$ cat src/rtl/decode_ex_pipe_reg.sv
// rtl/decode_ex_pipe_reg.sv - decode-to-execute pipeline register with load-use bubble, stall hold and flush squash
module decode_ex_pipe_reg #(
  parameter int DATA_WIDTH    = 32,
  parameter int ALU_CTL_WIDTH = 4,
  parameter int FLUSH_SHADOW  = 1,
  parameter int CNT_WIDTH     = 32
) (
  input  logic                     clk,
  input  logic                     rst,
  input  logic                     i_dec_valid,
  input  logic [DATA_WIDTH-1:0]    i_rs_data,
  input  logic [DATA_WIDTH-1:0]    i_rt_data,
  input  logic [DATA_WIDTH-1:0]    i_imm,
  input  logic [DATA_WIDTH-1:0]    i_pc,
  input  logic [ALU_CTL_WIDTH-1:0] i_alu_ctl,
  input  logic [4:0]               i_rw_addr,
  input  logic                     i_uses_rw,
  input  logic                     i_is_mem_access,
  input  logic                     i_lw_hazard,
  input  logic                     i_ex_stall,
  input  logic                     i_flush,
  output logic                     o_dec_stall,
  output logic                     o_ex_valid,
  output logic [DATA_WIDTH-1:0]    o_rs_data,
  output logic [DATA_WIDTH-1:0]    o_rt_data,
  output logic [DATA_WIDTH-1:0]    o_imm,
  output logic [DATA_WIDTH-1:0]    o_pc,
  output logic [ALU_CTL_WIDTH-1:0] o_alu_ctl,
  output logic [4:0]               o_rw_addr,
  output logic                     o_uses_rw,
  output logic                     o_is_mem_access,
  output logic [CNT_WIDTH-1:0]     o_stall_cycles,
  output logic [CNT_WIDTH-1:0]     o_bubble_count
);

  localparam logic [2:0] SHADOW = 3'(FLUSH_SHADOW);

  typedef enum logic {RUN, SQUASH} state_e;

  state_e                   state_q, state_d;
  logic [2:0]               squash_q, squash_d;
  logic                     ex_valid_q, ex_valid_d;
  logic [CNT_WIDTH-1:0]     stall_q, stall_d;
  logic [CNT_WIDTH-1:0]     bubble_q, bubble_d;
  logic                     capture;
  logic [DATA_WIDTH-1:0]    rs_q, rt_q, imm_q, pc_q;
  logic [ALU_CTL_WIDTH-1:0] alu_ctl_q;
  logic [4:0]               rw_addr_q;
  logic                     uses_rw_q, is_mem_q;

  // Priority: flush, back-end stall, squash, load-use bubble, capture.
  always_comb begin
    state_d    = state_q;
    squash_d   = squash_q;
    ex_valid_d = ex_valid_q;
    bubble_d   = bubble_q;
    stall_d    = stall_q;
    capture    = 1'b0;
    if (i_ex_stall && stall_q != '1) stall_d = stall_q + 1'b1;
    if (i_flush) begin
      ex_valid_d = 1'b0;
      if (SHADOW != 3'd0) begin
        state_d  = SQUASH;
        squash_d = SHADOW;
      end
    end else if (i_ex_stall) begin
      ex_valid_d = ex_valid_q;
    end else if (state_q == SQUASH) begin
      ex_valid_d = 1'b0;
      squash_d   = squash_q - 3'd1;
      if (squash_q == 3'd1) state_d = RUN;
    end else if (i_lw_hazard && i_dec_valid) begin
      ex_valid_d = 1'b0;
      if (bubble_q != '1) bubble_d = bubble_q + 1'b1;
    end else begin
      ex_valid_d = i_dec_valid;
      capture    = 1'b1;
    end
  end

  // A squashed wrong-path instruction must drain out of decode, so no stall in SQUASH.
  assign o_dec_stall = ~i_flush & (i_ex_stall | ((state_q == RUN) & i_lw_hazard & i_dec_valid));

  always_ff @(posedge clk) begin
    if (rst) begin
      state_q    <= RUN;
      squash_q   <= 3'd0;
      ex_valid_q <= 1'b0;
      stall_q    <= '0;
      bubble_q   <= '0;
      rs_q       <= '0;
      rt_q       <= '0;
      imm_q      <= '0;
      pc_q       <= '0;
      alu_ctl_q  <= '0;
      rw_addr_q  <= '0;
      uses_rw_q  <= 1'b0;
      is_mem_q   <= 1'b0;
    end else begin
      state_q    <= state_d;
      squash_q   <= squash_d;
      ex_valid_q <= ex_valid_d;
      stall_q    <= stall_d;
      bubble_q   <= bubble_d;
      if (capture) begin
        rs_q      <= i_rs_data;
        rt_q      <= i_rt_data;
        imm_q     <= i_imm;
        pc_q      <= i_pc;
        alu_ctl_q <= i_alu_ctl;
        rw_addr_q <= i_rw_addr;
        uses_rw_q <= i_uses_rw;
        is_mem_q  <= i_is_mem_access;
      end
    end
  end

  assign o_ex_valid      = ex_valid_q;
  assign o_rs_data       = rs_q;
  assign o_rt_data       = rt_q;
  assign o_imm           = imm_q;
  assign o_pc            = pc_q;
  assign o_alu_ctl       = alu_ctl_q;
  assign o_rw_addr       = rw_addr_q;
  assign o_uses_rw       = uses_rw_q;
  assign o_is_mem_access = is_mem_q;
  assign o_stall_cycles  = stall_q;
  assign o_bubble_count  = bubble_q;

endmodule

$ cat config.mk
export PLATFORM = sky130hd
export DESIGN_NAME = decode_ex_pipe_reg
export DESIGN_NICKNAME = d
export VERILOG_FILES = /design/src/rtl/decode_ex_pipe_reg.sv
export SDC_FILE = /design/constraint.sdc
export NUM_CORES = 1
export LEC_CHECK = 0
export CAP_MARGIN = 20
export CORE_UTILIZATION = 46
export DETAILED_ROUTE_END_ITERATION = 6
export PLACE_DENSITY_LB_ADDON = 0.1
export SYNTH_ARGS = -nofsm -noshare
export SYNTH_HDL_FRONTEND = slang
export SYNTH_SLANG_ARGS = --single-unit
$ cat constraint.sdc
create_clock -name clk -period 4 [get_ports clk]
set_input_delay 1 -clock clk [delete_from_list [all_inputs] [get_ports clk]]
set_output_delay 1 -clock clk [all_outputs]
set_load 0.01 [all_outputs]
Word level (Yosys, flattened, before mapping)
Cells that the tools add are included. Widths: inputs -> output; s select.

Add/sub/neg operators: 3. Equal/unequal tests: 4. Muxes and demuxes: 13. Bitwise logic cells: 7. Reductions and logical operators: 7.

Operators by type and width (number): $add 32x1->32 const B (2); $ne 32x32->1 const B (2); $mux 1 (13); $reduce_and 5->1 (1); $reduce_and 2->1 (2); $and 1x1->1 (3); $eq 3x1->1 const B (1); $not 1->1 (3); $sub 3x1->3 const B (1); $logic_and 1x1->1 (2); $ne 2x1->1 const B (1); $reduce_bool 2->1 (1); $reduce_or 2->1 (1); $or 1x1->1 (1).

Flip-flop bits (word level): 208. Input bits: 145. Output and inout bits: 205. Word-level logic and storage cells: 48.

Logic depth before layout (Yosys ltp)
Depth in word-level cells: 5. Mapped depth: 8. Gate-level depth less buffers: 6.

Least setup slack after synthesis
OpenSTA, ideal clock, no wires.

Kind: in2reg. Start point: input i_ex_stall. End point: register bubble_q[19], in the netlist o_bubble_count[19]. Setup time: 121 ps. Arrival time: 2567 ps. Required time: 3879 ps. Setup slack: 1313 ps. Stages: 6. Buffers on the path: 1. Cells stage by stage: nor3_2 -> nor4b_4 -> nand3_1 -> clkbuf_1 -> nor4_1 -> mux2_2.

Longest elaborated chain between the ends: 2.

RTL lines: from (decl) (line 20) `input logic i_ex_stall,`; $not 1->1 (no line); $reduce_and 5->1 (no line); to (signal assigned) (line 104) `bubble_q <= bubble_d;`; to (decl) (line 44) `logic [CNT_WIDTH-1:0] bubble_q, bubble_d;`.

No other way between the ends. A chain may end at the register's enable or synchronous reset.

Worst setup path after layout
Start point: input i_lw_hazard. End point: output o_dec_stall.

Longest elaborated chain between the ends: 4.

RTL lines: from (decl) (line 19) `input logic i_lw_hazard,`; $and 1x1->1 (2 in series) (line 82) `assign o_dec_stall = ~i_flush & (i_ex_stall | ((state_q == RUN) & i_lw_hazard & i_dec_valid));`; $or 1x1->1 (line 82); $and 1x1->1 (line 82); to (decl) (line 22) `output logic o_dec_stall,`.

No other way between the ends.

==> impl_metrics.tcl <==
set metrics [dict create \
    status "completed" \
    synth_area_sq_mm 0.00825 \
    synth_seq_cells 208 \
    synth_compound_area_frac 0.159 \
    hold_start "o_is_mem_access" \
    slowest_delay_ns 0.54 \
    final_common_cell "clkdlybuf4s50_1" \
    ir_drop_v 0.000322 \
    grt_pass1_wl_um 40600 \
    finalHoldViolCount 0 \
    critPathMaxFanout 5 \
    drc_errors 0 \
    grt_max_degree 123 \
    wirelength_um 26500 \
    ys.flop_type "dfxtp_1" \
    fin_nets 1504 \
    ioPinCount 350 \
    synth_cells 1032 \
    synth_edf_count 0 \
    dp_hpwl_um 18700 \
    cp-startpoint "i_lw_hazard" \
    hold_path_depth 2 \
    yosysSeqAreaShare 0.505 \
    finClkSkew_ns 0.0166 \
    syn-num-nets 1181 \
    cts-buffers-inserted 23 \
    htree_levels 1 \
    synth_top_family_by_area "simple AND/OR/NAND/NOR gates" \
    grt_usage 0.277 \
    avgSynthCellArea_sq_um 8.00 \
    die_h_um 136 \
    drive_above_1_share 0.0533 \
    r2r_cells 6 \
    endpoint_kind "output port" \
    rsz0062_at_grt "no" \
    die-area_sq_mm 0.0185 \
    insertion_delay_ns 0.51 \
    muxShareOfSynthArea 0.0108 \
    syn2layout_area_growth_pct 53.9 \
    dr.pass1.iters 4 \
    clock_sinks 208 \
    min-delay-path-class "register to register" \
    path_class "primary input to output port" \
    core_area_sq_mm 0.0174 \
    drt.antenna.violating_nets 0 \
    dieWidth_um 136 \
    tns_ns 0 \
    cp.arrival_ns 2.52 \
    fin_crit_ns 3.52 \
    clock.fmax_mhz 284 \
    cts_resized 0 \
    crit_family "buffers and inverters" \
    tightest_slew_ns 0.951 \
    powerDensity_mw_per_mm2 381 \
    start_kind "primary input" \
    post_cts_buffers 0 \
    synth_xor_area_frac 0.0106 \
    slew_violations 0 \
    wire_per_inst_um 16.6 \
    cp_num_buf_inv 2 \
    rows 48 \
    globalplace.congestion 0.824 \
    synth-adder-area-share 0.00606 \
    final_cell_mix "clkdlybuf4s50_1 (348), nand2_1 (310), dfxtp_1 (208), a21oi_1 (187), nor2_1 (35)" \
    yosys_warnings 0 \
    critPathRequiredTime_ns 3.00 \
    portBuffers 349 \
    critical_path.slowest_cell "clkdlybuf4s50_1" \
    worst-path-stages 6 \
    antenna_found_initial 0 \
    r2r_start "o_bubble_count[2]" \
    hold_buffers 0 \
    cts_root_buffer "clkbuf_16" \
    power_mw 4.84 \
    cpMostUsedCell "nor2_1" \
    clk_pin_slew_worst_paths_ns 0.06 \
    period_share 0.880 \
    synthSimpleGateAreaFrac 0.271 \
    num_vias 8464 \
    n_antenna_cell 0 \
    start_util 0.474 \
    grt_pass1_vias 7826 \
    async_flop_share 0 \
    drtIter0Drc 450 \
    leakage_nw 4.26 \
    path_cells "clkdlybuf4s50_1 > nand2_1 > nor2_1 > nor2_1 > nor2_1 > clkdlybuf4s50_1" \
    yosysTopAreaCell "dfxtp_1" \
    max-cap-violations 0 \
    setup_viol 0 \
    yosysTopAreaCellShare 0.505 \
    cts_tree "built" \
    synthTopCellsByArea "dfxtp_1 (50%), nand2_1 (14%), a21oi_1 (11%)" \
    clock_path_buffers 3 \
    grt-ovfl-total 0 \
    ys_types 49 \
    relSlewSlack 0.366 \
    avgViaCountPerCell 5.31 \
]
[worst reg2reg max path: stages, from the launching register on]
cell and delay, ns:
dfxtp_1 0.46, nand4_2 0.26, or4_1 0.66, nor3_4 0.44, buf_4 0.32, nor2_1 0.08
mux2_1 0.31
[cells by family (layout without fill, tap and decap cells)]
kind of cell,after synthesis,in the layout
simple gates,484,484
flops,208,208
buf+inv,77,414
fa+ha+maj,4,4
xor+xnor,10,10
mux,8,8
compound gates,241,241
[final timing paths]
check | endpoint | slack, ns
worst max-delay path | o_dec_stall | 0.48
worst min-delay path | o_is_mem_access | 0.45
worst min register to register | o_is_mem_access | 0.45
worst max register to register | o_bubble_count[7] | 1.37
[layer usage]
metal | global-route usage | part of all wire
met5 | 0.0111 | 0.0011
met4 | 0.107 | 0.039
met2 | 0.467 | 0.49
met1 | 0.320 | 0.38
met3 | 0.0984 | 0.087
[state kept, by name (all words and copies together), names as in the netlist]
signal and flops:
o_alu_ctl 4, o_bubble_count 32, o_ex_valid 1, o_imm 32, o_is_mem_access 1, o_pc 32, o_rs_data 32, o_rt_data 32
o_rw_addr 5, o_stall_cycles 32, o_uses_rw 1, squash_q 3, state_q 1
[final cells by class]
| type | instances | area [sq um] |
|---|---|---|
| fill | 1387 | 4710 |
| sequential | 208 | 4160 |
| multi-input combinational | 747 | 3790 |
| timing repair buffer | 362 | 3640 |
| clock buffer | 33 | 643 |
| tap | 225 | 282 |
| clock inverter | 6 | 134 |
| inverter | 13 | 48.8 |
[synth_stat cells (6+ instances only)]
| cell | number |
|---|---|
| a21oi_1 | 187 |
| clkbuf_1 | 55 |
| dfxtp_1 | 208 |
| inv_1 | 13 |
| mux2_2 | 6 |
| nand2_1 | 311 |
| nand3_1 | 24 |
| nand4_1 | 15 |
| nor2_1 | 35 |
| nor2b_1 | 9 |
| nor3_1 | 9 |
| nor4_1 | 9 |
| o21ai_0 | 24 |
| o31ai_1 | 20 |
| or3_1 | 26 |
| or4_1 | 19 |
| xnor2_1 | 6 |
[report_power, final]
group / internal (mW) / switching (mW)
sequential: 2.13 / 0.0312
combinational: 0.268 / 0.211
clock: 1.37 / 0.829
[stage by stage]
step | hold slack [ns] | cells | setup slack (ns) | utilization | cell area, sq um
4_1_cts | 0.453 | 1594 | 0.495 | 0.729 | 12700
2_1_floorplan | 0.476 | 1032 | 1.31 | - | 8250
3_5_place_dp | 0.445 | 1555 | 0.416 | 0.685 | 11900
6_report | 0.452 | 1594 | 0.480 | 0.729 | 12700
3_3_place_gp | 0.441 | 1555 | 0.488 | 0.685 | 11900
5_1_grt | 0.467 | 1594 | 0.401 | 0.729 | 12700
Power figures use the tool's default switching activity.
==> RTL edit (same settings) <==
`DATA_WIDTH`: 32 -> 28.
--- a/src/rtl/decode_ex_pipe_reg.sv
+++ b/src/rtl/decode_ex_pipe_reg.sv
@@ -1,6 +1,6 @@
 // rtl/decode_ex_pipe_reg.sv - decode-to-execute pipeline register with load-use bubble, stall hold and flush squash
 module decode_ex_pipe_reg #(
-  parameter int DATA_WIDTH    = 32,
+  parameter int DATA_WIDTH    = 28,
   parameter int ALU_CTL_WIDTH = 4,
   parameter int FLUSH_SHADOW  = 1,
   parameter int CNT_WIDTH     = 32
Ports: changed (8 resized); port bits go from 350 to 318. No check against the original RTL was run, so the function may have changed too.
==> RTL edit against the unedited design <==
  * Setup slack worse by 0.048 ns
  * Fmax down 1.4%
  * Wire length down 16%
  * Non-clock buffer count down 34
  * Sequential cell count down 16
  * Power down 15%
  * Via count down 8.2%
  * Area after synthesis down 6.0%
  * Synthesized cell count down 6.2%
  * Final area down 8.1%
==> RTL edit: results (changes against the unedited design) <==
stage;metric;value;unit;change
cts;htreeDepth;4;;was 1
route;routed_wl;22400;µm;was 26,500 µm
route;drt-met1-wl;9050;µm;was 10,100 µm
grt;use_met1;29.7;%;was 32.0%
grt;track_usage;25.6;%;was 27.7%
route;routed_via_density;5.22;;was 5.31
grt;met2_usage;43.3;%;was 46.7%
grt;first_global_vias;7218;;was 7,826
synth;synthTopCellsByArea;dfxtp_1 (50%), nand2_1 (13%), a21oi_1 (10%);;was dfxtp_1 (50%), nand2_1 (14%), a21oi_1 (11%)
power_and_ir_drop;leakagePower;3.87;nW;was 4.26 nW
synth;ys_types;47;;was 49
outcome;status;complete, no violations;;unchanged
final_layout;fill_cells;1307;;was 1,387
placement;dp_hpwl;15600;µm;was 18,700 µm
power_and_ir_drop;max-vdd-ir-drop;0.000275;V;was 0.000322 V
cts;clockBufferDepth;2;;was 3
cts;clk_latency;0.43;ns;was 0.51 ns
route;dr.max_layer_used;met4;;was met5
route;wl_per_cell;15.0;µm;was 16.6 µm
route;first_pass_iters;5;;was 4
final_layout;drive_above_1_share;4.89;%;was 5.33%
sta;slew-limit-headroom;40.0;%;was 36.6%
synth;ys_seq_area_share;49.5;%;was 50.5%
synth;synth_fa_ha_area_share;0.645;%;was 0.606%
placement;place_area;11100;µm²;was 11,900 µm²
final_layout;num-nets-final;1389;;was 1,504
sta;fin_worst_skew;0.00818;ns;was 0.0166 ns
critical_path;arrival;2.57;ns;was 2.52 ns
synth;synth-xor-area-share;2.26;%;was 1.06%
-- RTL edit: cell families (layout without fill, tap and decap cells) --
logic type / Yosys count / in the layout
simple gates: 454 / 454
compound gates: 218 / 218
flops: 192 / 192
buf+inv: 71 / 372
xor+xnor: 20 / 20
mux: 9 / 9
fa+ha+maj: 4 / 4
-- RTL edit: area by class of cell --
class	count	area, µm²	share of cell area [%]
flip-flops and latches	192	3840	32.9
multi-input cells	705	3640	31.2
repair buffers	328	3280	28.1
clock buffers	20	457	3.91
well taps	220	275	2.36
clock inverters	12	133	1.14
inverters	12	45.0	0.386
-- RTL edit: per-stage QoR --
stage / setup WS, ns / power, mW
6_report: 0.432 / 4.11
5_1_grt: 0.312 / 4.25
4_1_cts: 0.423 / 4.13
3_5_place_dp: 0.435 / 2.45
3_3_place_gp: 0.457 / 2.45
2_1_floorplan: 1.34 / 2.19
-- RTL edit: power breakdown --
part           internal, mW  leakage (nW)  switching [mW]
combinational         0.237          2.02           0.181
clock                 0.958         0.294           0.739
sequential             1.96          1.56          0.0300
-- RTL edit: final timing paths --
kind / end / from / cells after the start / slack [ns]
worst max register to register: o_stall_cycles[13]$_SDFFE_PP0P_ / o_stall_cycles[0]$_SDFFE_PP0P_ / 6 / 1.57
worst min register to register: o_pc[23]$_SDFFE_PP0P_ / o_pc[23]$_SDFFE_PP0P_ / 2 / 0.45
worst max-delay path: o_dec_stall / i_lw_hazard / 5 / 0.43
worst min-delay path: o_pc[23]$_SDFFE_PP0P_ / o_pc[23]$_SDFFE_PP0P_ / 2 / 0.45
-- RTL edit: worst max-delay path: stages --
cell             delay (ns)
clkdlybuf4s50_1        0.57
and3b_1                0.30
nor2_1                 0.07
nor2_1                 0.08
clkdlybuf4s50_1        0.54
